$ cat src/rtl/serial_tx_engine.sv
// serial_tx_engine: console-printer transmit engine.
// 8N1/8N2 serializer with PDP-8 printer-flag semantics and a one-deep
// holding buffer so software can queue the next character while the
// current one is still on the line.
module serial_tx_engine #(
    parameter int CLK_FREQ  = 100_000_000,
    parameter int BAUD      = 9600,
    parameter int STOP_BITS = 1
) (
    input  logic        clk,
    input  logic        reset,
    input  logic        clear,
    input  logic [0:11] char,
    input  logic        load,
    input  logic        clear_flag,
    input  logic        set_flag,
    output logic        tx,
    output logic        flag,
    output logic        busy
);

    localparam int DIVISOR = CLK_FREQ / BAUD;
    localparam int CNT_W   = (DIVISOR > 1) ? $clog2(DIVISOR) : 1;
    localparam logic [CNT_W-1:0] CNT_LAST  = CNT_W'(DIVISOR - 1);
    localparam logic [2:0]       STOP_LAST = 3'(STOP_BITS - 1);

    typedef enum logic [1:0] {
        IDLE  = 2'd0,
        START = 2'd1,
        DATA  = 2'd2,
        STOP  = 2'd3
    } state_t;

    state_t           state, state_n;
    logic [CNT_W-1:0] cnt, cnt_n;
    logic [2:0]       bit_idx, bit_idx_n;
    logic [7:0]       shift, shift_n;
    logic [7:0]       hold, hold_n;
    logic             hold_full, hold_full_n;
    logic             load_q, load_q_n;
    logic             flag_n, tx_n, busy_n;

    logic [7:0]       data_byte;
    logic             ld_evt;
    logic             bit_end;
    logic             done;
    logic             unused_char;

    // The upper AC bits carry no character data.
    assign data_byte   = char[4:11];
    assign unused_char = ^char[0:3];

    // The decoder holds load as a level; only its rising edge starts work.
    assign ld_evt  = load & ~load_q;
    assign bit_end = (cnt == CNT_LAST);
    assign done    = (state == STOP) && bit_end && (bit_idx == STOP_LAST);

    // Next-state, datapath and registered-output computation.
    always_comb begin
        // NOTE: every signal driven here gets a default first, so no path leaves a latch.
        state_n     = state;
        cnt_n       = cnt;
        bit_idx_n   = bit_idx;
        shift_n     = shift;
        hold_n      = hold;
        hold_full_n = hold_full;
        load_q_n    = load;
        flag_n      = flag;
        tx_n        = 1'b1;
        busy_n      = 1'b0;

        case (state)
            IDLE: begin
                cnt_n = '0;
                if (ld_evt) begin
                    shift_n = data_byte;
                    state_n = START;
                end
            end
            START: begin
                cnt_n = cnt + 1'b1;
                if (bit_end) begin
                    cnt_n     = '0;
                    bit_idx_n = 3'd0;
                    state_n   = DATA;
                end
            end
            DATA: begin
                cnt_n = cnt + 1'b1;
                if (bit_end) begin
                    cnt_n     = '0;
                    shift_n   = {1'b0, shift[7:1]};
                    // Index wraps 7->0 on the way out to STOP.
                    bit_idx_n = bit_idx + 3'd1;
                    if (bit_idx == 3'd7) begin
                        state_n = STOP;
                    end
                end
            end
            STOP: begin
                cnt_n = cnt + 1'b1;
                if (bit_end) begin
                    cnt_n     = '0;
                    bit_idx_n = bit_idx + 3'd1;
                    if (bit_idx == STOP_LAST) begin
                        bit_idx_n = 3'd0;
                        if (hold_full) begin
                            // Queued character follows with no idle gap.
                            shift_n     = hold;
                            hold_full_n = 1'b0;
                            state_n     = START;
                        end else if (ld_evt) begin
                            // A load landing on the last stop cycle goes straight out.
                            shift_n = data_byte;
                            state_n = START;
                        end else begin
                            state_n = IDLE;
                        end
                    end
                end
            end
            default: state_n = IDLE;
        endcase

        // A load while the shifter is busy lands in (or overwrites) the holding buffer.
        if (ld_evt && (state != IDLE) && !(done && !hold_full)) begin
            hold_n      = data_byte;
            hold_full_n = 1'b1;
        end

        // Set beats clear so a completion is never lost under a long clear_flag.
        if (clear_flag) begin
            flag_n = 1'b0;
        end
        if (done || set_flag) begin
            flag_n = 1'b1;
        end

        case (state_n)
            START:   tx_n = 1'b0;
            DATA:    tx_n = shift_n[0];
            default: tx_n = 1'b1;
        endcase
        busy_n = (state_n != IDLE) || hold_full_n;

        // Power clear overrides everything, aborting any frame in flight.
        if (clear) begin
            state_n     = IDLE;
            cnt_n       = '0;
            bit_idx_n   = 3'd0;
            shift_n     = 8'h00;
            hold_n      = 8'h00;
            hold_full_n = 1'b0;
            load_q_n    = 1'b0;
            flag_n      = 1'b0;
            tx_n        = 1'b1;
            busy_n      = 1'b0;
        end
    end

    // State and output registers with asynchronous active-low reset.
    always_ff @(posedge clk or negedge reset) begin
        if (!reset) begin
            state     <= IDLE;
            cnt       <= '0;
            bit_idx   <= 3'd0;
            // NOTE: the shifter and holding bytes are reset too; they are tiny and it keeps sims X-free.
            shift     <= 8'h00;
            hold      <= 8'h00;
            hold_full <= 1'b0;
            load_q    <= 1'b0;
            flag      <= 1'b0;
            tx        <= 1'b1;
            busy      <= 1'b0;
        end else begin
            // NOTE: non-blocking assignments so every register samples pre-edge values.
            state     <= state_n;
            cnt       <= cnt_n;
            bit_idx   <= bit_idx_n;
            shift     <= shift_n;
            hold      <= hold_n;
            hold_full <= hold_full_n;
            load_q    <= load_q_n;
            flag      <= flag_n;
            tx        <= tx_n;
            busy      <= busy_n;
        end
    end

endmodule
$ cat config.mk
export PLATFORM = sky130hd
export DESIGN_NAME = serial_tx_engine
export DESIGN_NICKNAME = d
export VERILOG_FILES = /design/src/rtl/serial_tx_engine.sv
export SDC_FILE = /design/constraint.sdc
export NUM_CORES = 1
export LEC_CHECK = 0
export CAP_MARGIN = 40
export CELL_PAD_IN_SITES_DETAIL_PLACEMENT = 0
export CELL_PAD_IN_SITES_GLOBAL_PLACEMENT = 2
export CORE_ASPECT_RATIO = 0.7
export CORE_MARGIN = 2
export CORE_UTILIZATION = 40
export DETAILED_ROUTE_END_ITERATION = 10
export DONT_BUFFER_PORTS = 1
export GPL_ROUTABILITY_DRIVEN = 0
export PLACE_DENSITY = 0.9
export SLEW_MARGIN = 20
export SYNTH_ARGS = -nofsm -noshare
export SYNTH_HDL_FRONTEND = slang
export SYNTH_SLANG_ARGS = --single-unit
$ cat constraint.sdc
create_clock -name clk -period 2.52 [get_ports clk]
set_clock_uncertainty 0.1 [all_clocks]
set_input_delay 0.252 -clock clk [delete_from_list [all_inputs] [get_ports clk]]
set_output_delay 0.252 -clock clk [all_outputs]
set_load 0.01 [all_outputs]
==> run_results.csv <==
group,metric,value,unit
synthesis,syn_inst,235,
worst_setup_path,worstSetupStartpointType,"flip-flop",
synthesis,synth_area_leaders,"dfrtp_1 42%, mux2i_1 6.9%, nor2_1 6.1%, ha_1 4.3%, mux2_2 3.4%",
worst_setup_path,rr_worst_depth,7,
timing,fmax,0.445,GHz
die,die_x,95.3,µm
synthesis,synthFlopType,"dfrtp_1",
die,core_area,5670,µm²
layout,finalNetCount,270,
layout,num-fill-cells,546,
timing,hold_violations,0,
global_routing,grt.overflow.total,0,
worst_setup_path,cp.required,2.57,ns
route,detail_route.vias_per_cell,5.34,
flow_run,maxCapViolations,0,
synthesis,post_synth_num_cell_types,53,
power,leakagePower,0.00119,µW
cts,cts.sinks,40,
die,die-height,67.9,µm
route,avgRoutedWirePerCell,14.6,µm
power,irDropWorstVdd,0.199,mV
placed_design,dp_hpwl,3240,µm
timing,fin_tns_setup,0,ns
layout,drive_above_1_share,14.3,%
timing,rsz0062_at_grt,"false",
cts,cts_root_buffer,"clkbuf_8",
worst_setup_path,arrival,2.30,ns
timing,fin_ws,0.274,ns
timing,fin_crit_sh,89.1,%
worst_setup_path,criticalPathCategory,"flip-flop to flip-flop",
global_routing,grt_usage,16.0,%
route,ant_nets,0,
synthesis,syn_nets,261,
synthesis,yosysSeqAreaShare,42.9,%
route,vias,1703,
power,powerDensity,711,nW/µm²
cts,cts_resized,0,
route,dr.pass1.iters,4,
synthesis,async_flop_share,100,%
timing,fin_crit,2.25,ns
worst_setup_path,r2r-start,"cnt[0]",
synthesis,avgSynthCellArea,9.94,µm²
synthesis,yosysMostFrequentCell,"dfrtp_1",
die,ios,21,
cts,cts_buffers,5,
worst_setup_path,rrSetupSlack,0.27,ns
synthesis,yosys_warnings,0,
cts,tritoncts,"yes",
route,drt-total-wl,4670,µm
synthesis,synth.largest_area_cell,"dfrtp_1",
cts,clkLatencyLatePin,0.29,ns
global_routing,grt_first_pass_wirelength,7850,µm
synthesis,synth_seq_cells,40,
cts,post_cts_buffers,0,
worst_setup_path,timing.rr.end,"hold[0]",
layout,area_delta_synth_final,10.8,%
cts,cts_hold_buffers,4,
placed_design,io_buffers,0,
cts,cts-htree-levels,2,
global_routing,antenna_found_initial,0,
route,drt_iter0_drc,69,
worst_hold_path,hp-class,"primary input to flip-flop",
synthesis,netlist_area,2330,µm²
timing,setup_violations,0,
worst_setup_path,crit_end,"hold[0]",
die,start_util,41.2,%
cts,clkTransAtPathRegs,0.08,ns
route,route.detailed.drc,0,
layout,insertedDiodeCount,0,
worst_setup_path,crit_path_end_kind,"flip-flop",
worst_setup_path,startpoint,"cnt[0]",
synthesis,synth_edf_count,0,
timing,slew_headroom,58.2,%
synthesis,synth_top_area_share,41.8,%
global_routing,grt_start_max_net_pins,41,
timing,whs,0.0186,ns
timing,slew_violations,0,
die,rows,23,
status,status,"complete, no violations",
timing,tightest_slew,0.626,ns
cts,ctsLongestPathBuffers,2,
worst_setup_path,worstPathMaxFanout,13,
global_routing,first_global_vias,1589,
worst_hold_path,min_path_cells,2,
synthesis,synth_top_cells_by_count,"39 x dfrtp_1, 38 x nor2_1, 18 x nand2_1",
placed_design,place_ws,0.309,ns
die,die_area,6470,µm²
critical path, cell delays in order (launching register included):
cell and delay (ns):
dfrtp_1 0.39, ha_1 0.21, and4_1 0.29, and4_4 0.36, nand3_4 0.10, o21ai_4 0.37, mux2i_1 0.23, nor2_1 0.05
logic make-up after synthesis:
| logic type | count (synthesis) | share of synthesized area [%] |
|---|---|---|
| flops | 40 | 42.9 |
| compound gates | 47 | 16.0 |
| fa+ha+maj | 8 | 4.29 |
| mux | 23 | 10.2 |
| xor+xnor | 10 | 3.75 |
| buf+inv | 19 | 3.70 |
| simple gates | 88 | 19.1 |
flip-flops by register name, indices dropped and copies added, names as in the netlist:
signal / count
bit_idx: 3
busy: 1
cnt: 14
flag: 1
hold: 8
hold_full: 1
load_q: 1
shift: 8
state: 2
tx: 1
cell type report:
class | instances | area, µm² | share of cell area, %
clock buffer | 7 | 96.3 | 3.73
inverter | 8 | 30.0 | 1.16
multi-input combinational | 176 | 1250 | 48.2
sequential | 40 | 1000 | 38.8
tap | 75 | 93.8 | 3.63
timing repair buffer | 13 | 118 | 4.55
where the power goes:
group | switching [µW] | internal (µW)
combinational | 324 | 277
sequential | 65.2 | 718
clock | 212 | 244
layer usage:
layer / wire length (µm) / vias to the layer above / part of all wire, % / global-route usage (%)
li1: - / 857 / - / -
met1: 2570 / 813 / 55 / 24.2
met2: 1850 / 28 / 40 / 21.5
met3: 177 / 5 / 3.8 / 3.74
met4: 63 / 0 / 1.3 / 6.52
met5: 0 / - / 0 / 0
how the worst min path moves through the flow:
stage                 start          to
floorplan             reset  bit_idx[0]
global placement      reset      cnt[0]
detailed placement    reset      cnt[3]
CTS                 char[4]     hold[7]
global route        char[6]     hold[5]
finish              char[4]     hold[7]
stage by stage:
step / area [µm²] / power [µW] / utilization [%] / instances
5_1_grt: 2590 / 1960 / 45.6 / 319
6_report: 2590 / 1840 / 45.6 / 319
3_3_place_gp: 2440 / 1370 / 43.0 / 308
2_1_floorplan: 2330 / 1220 / - / 235
3_5_place_dp: 2440 / 1370 / 43.0 / 308
4_1_cts: 2590 / 1860 / 45.6 / 319
cells in the final DEF, fill, tap and decap left out, types with 2 or more instances in the layout:
cell type,n
ha_1,8
nand2_1,18
or3_1,3
or2_2,2
nor2_1,38
mux2_2,7
buf_4,9
o2bb2ai_1,7
inv_1,7
a221oi_1,6
dlygate4sd3_1,3
dfrtp_1,39
a21o_1,2
a211oi_1,3
nand2b_1,2
nor3b_1,2
nor3_1,2
nand4_1,3
a31oi_1,3
o21ai_0,6
nand3_1,5
clkbuf_8,7
xnor2_1,2
mux2i_1,16
nor2b_1,4
xor2_1,8
a21oi_1,7
No activity file was read; power rests on OpenSTA's default activity.
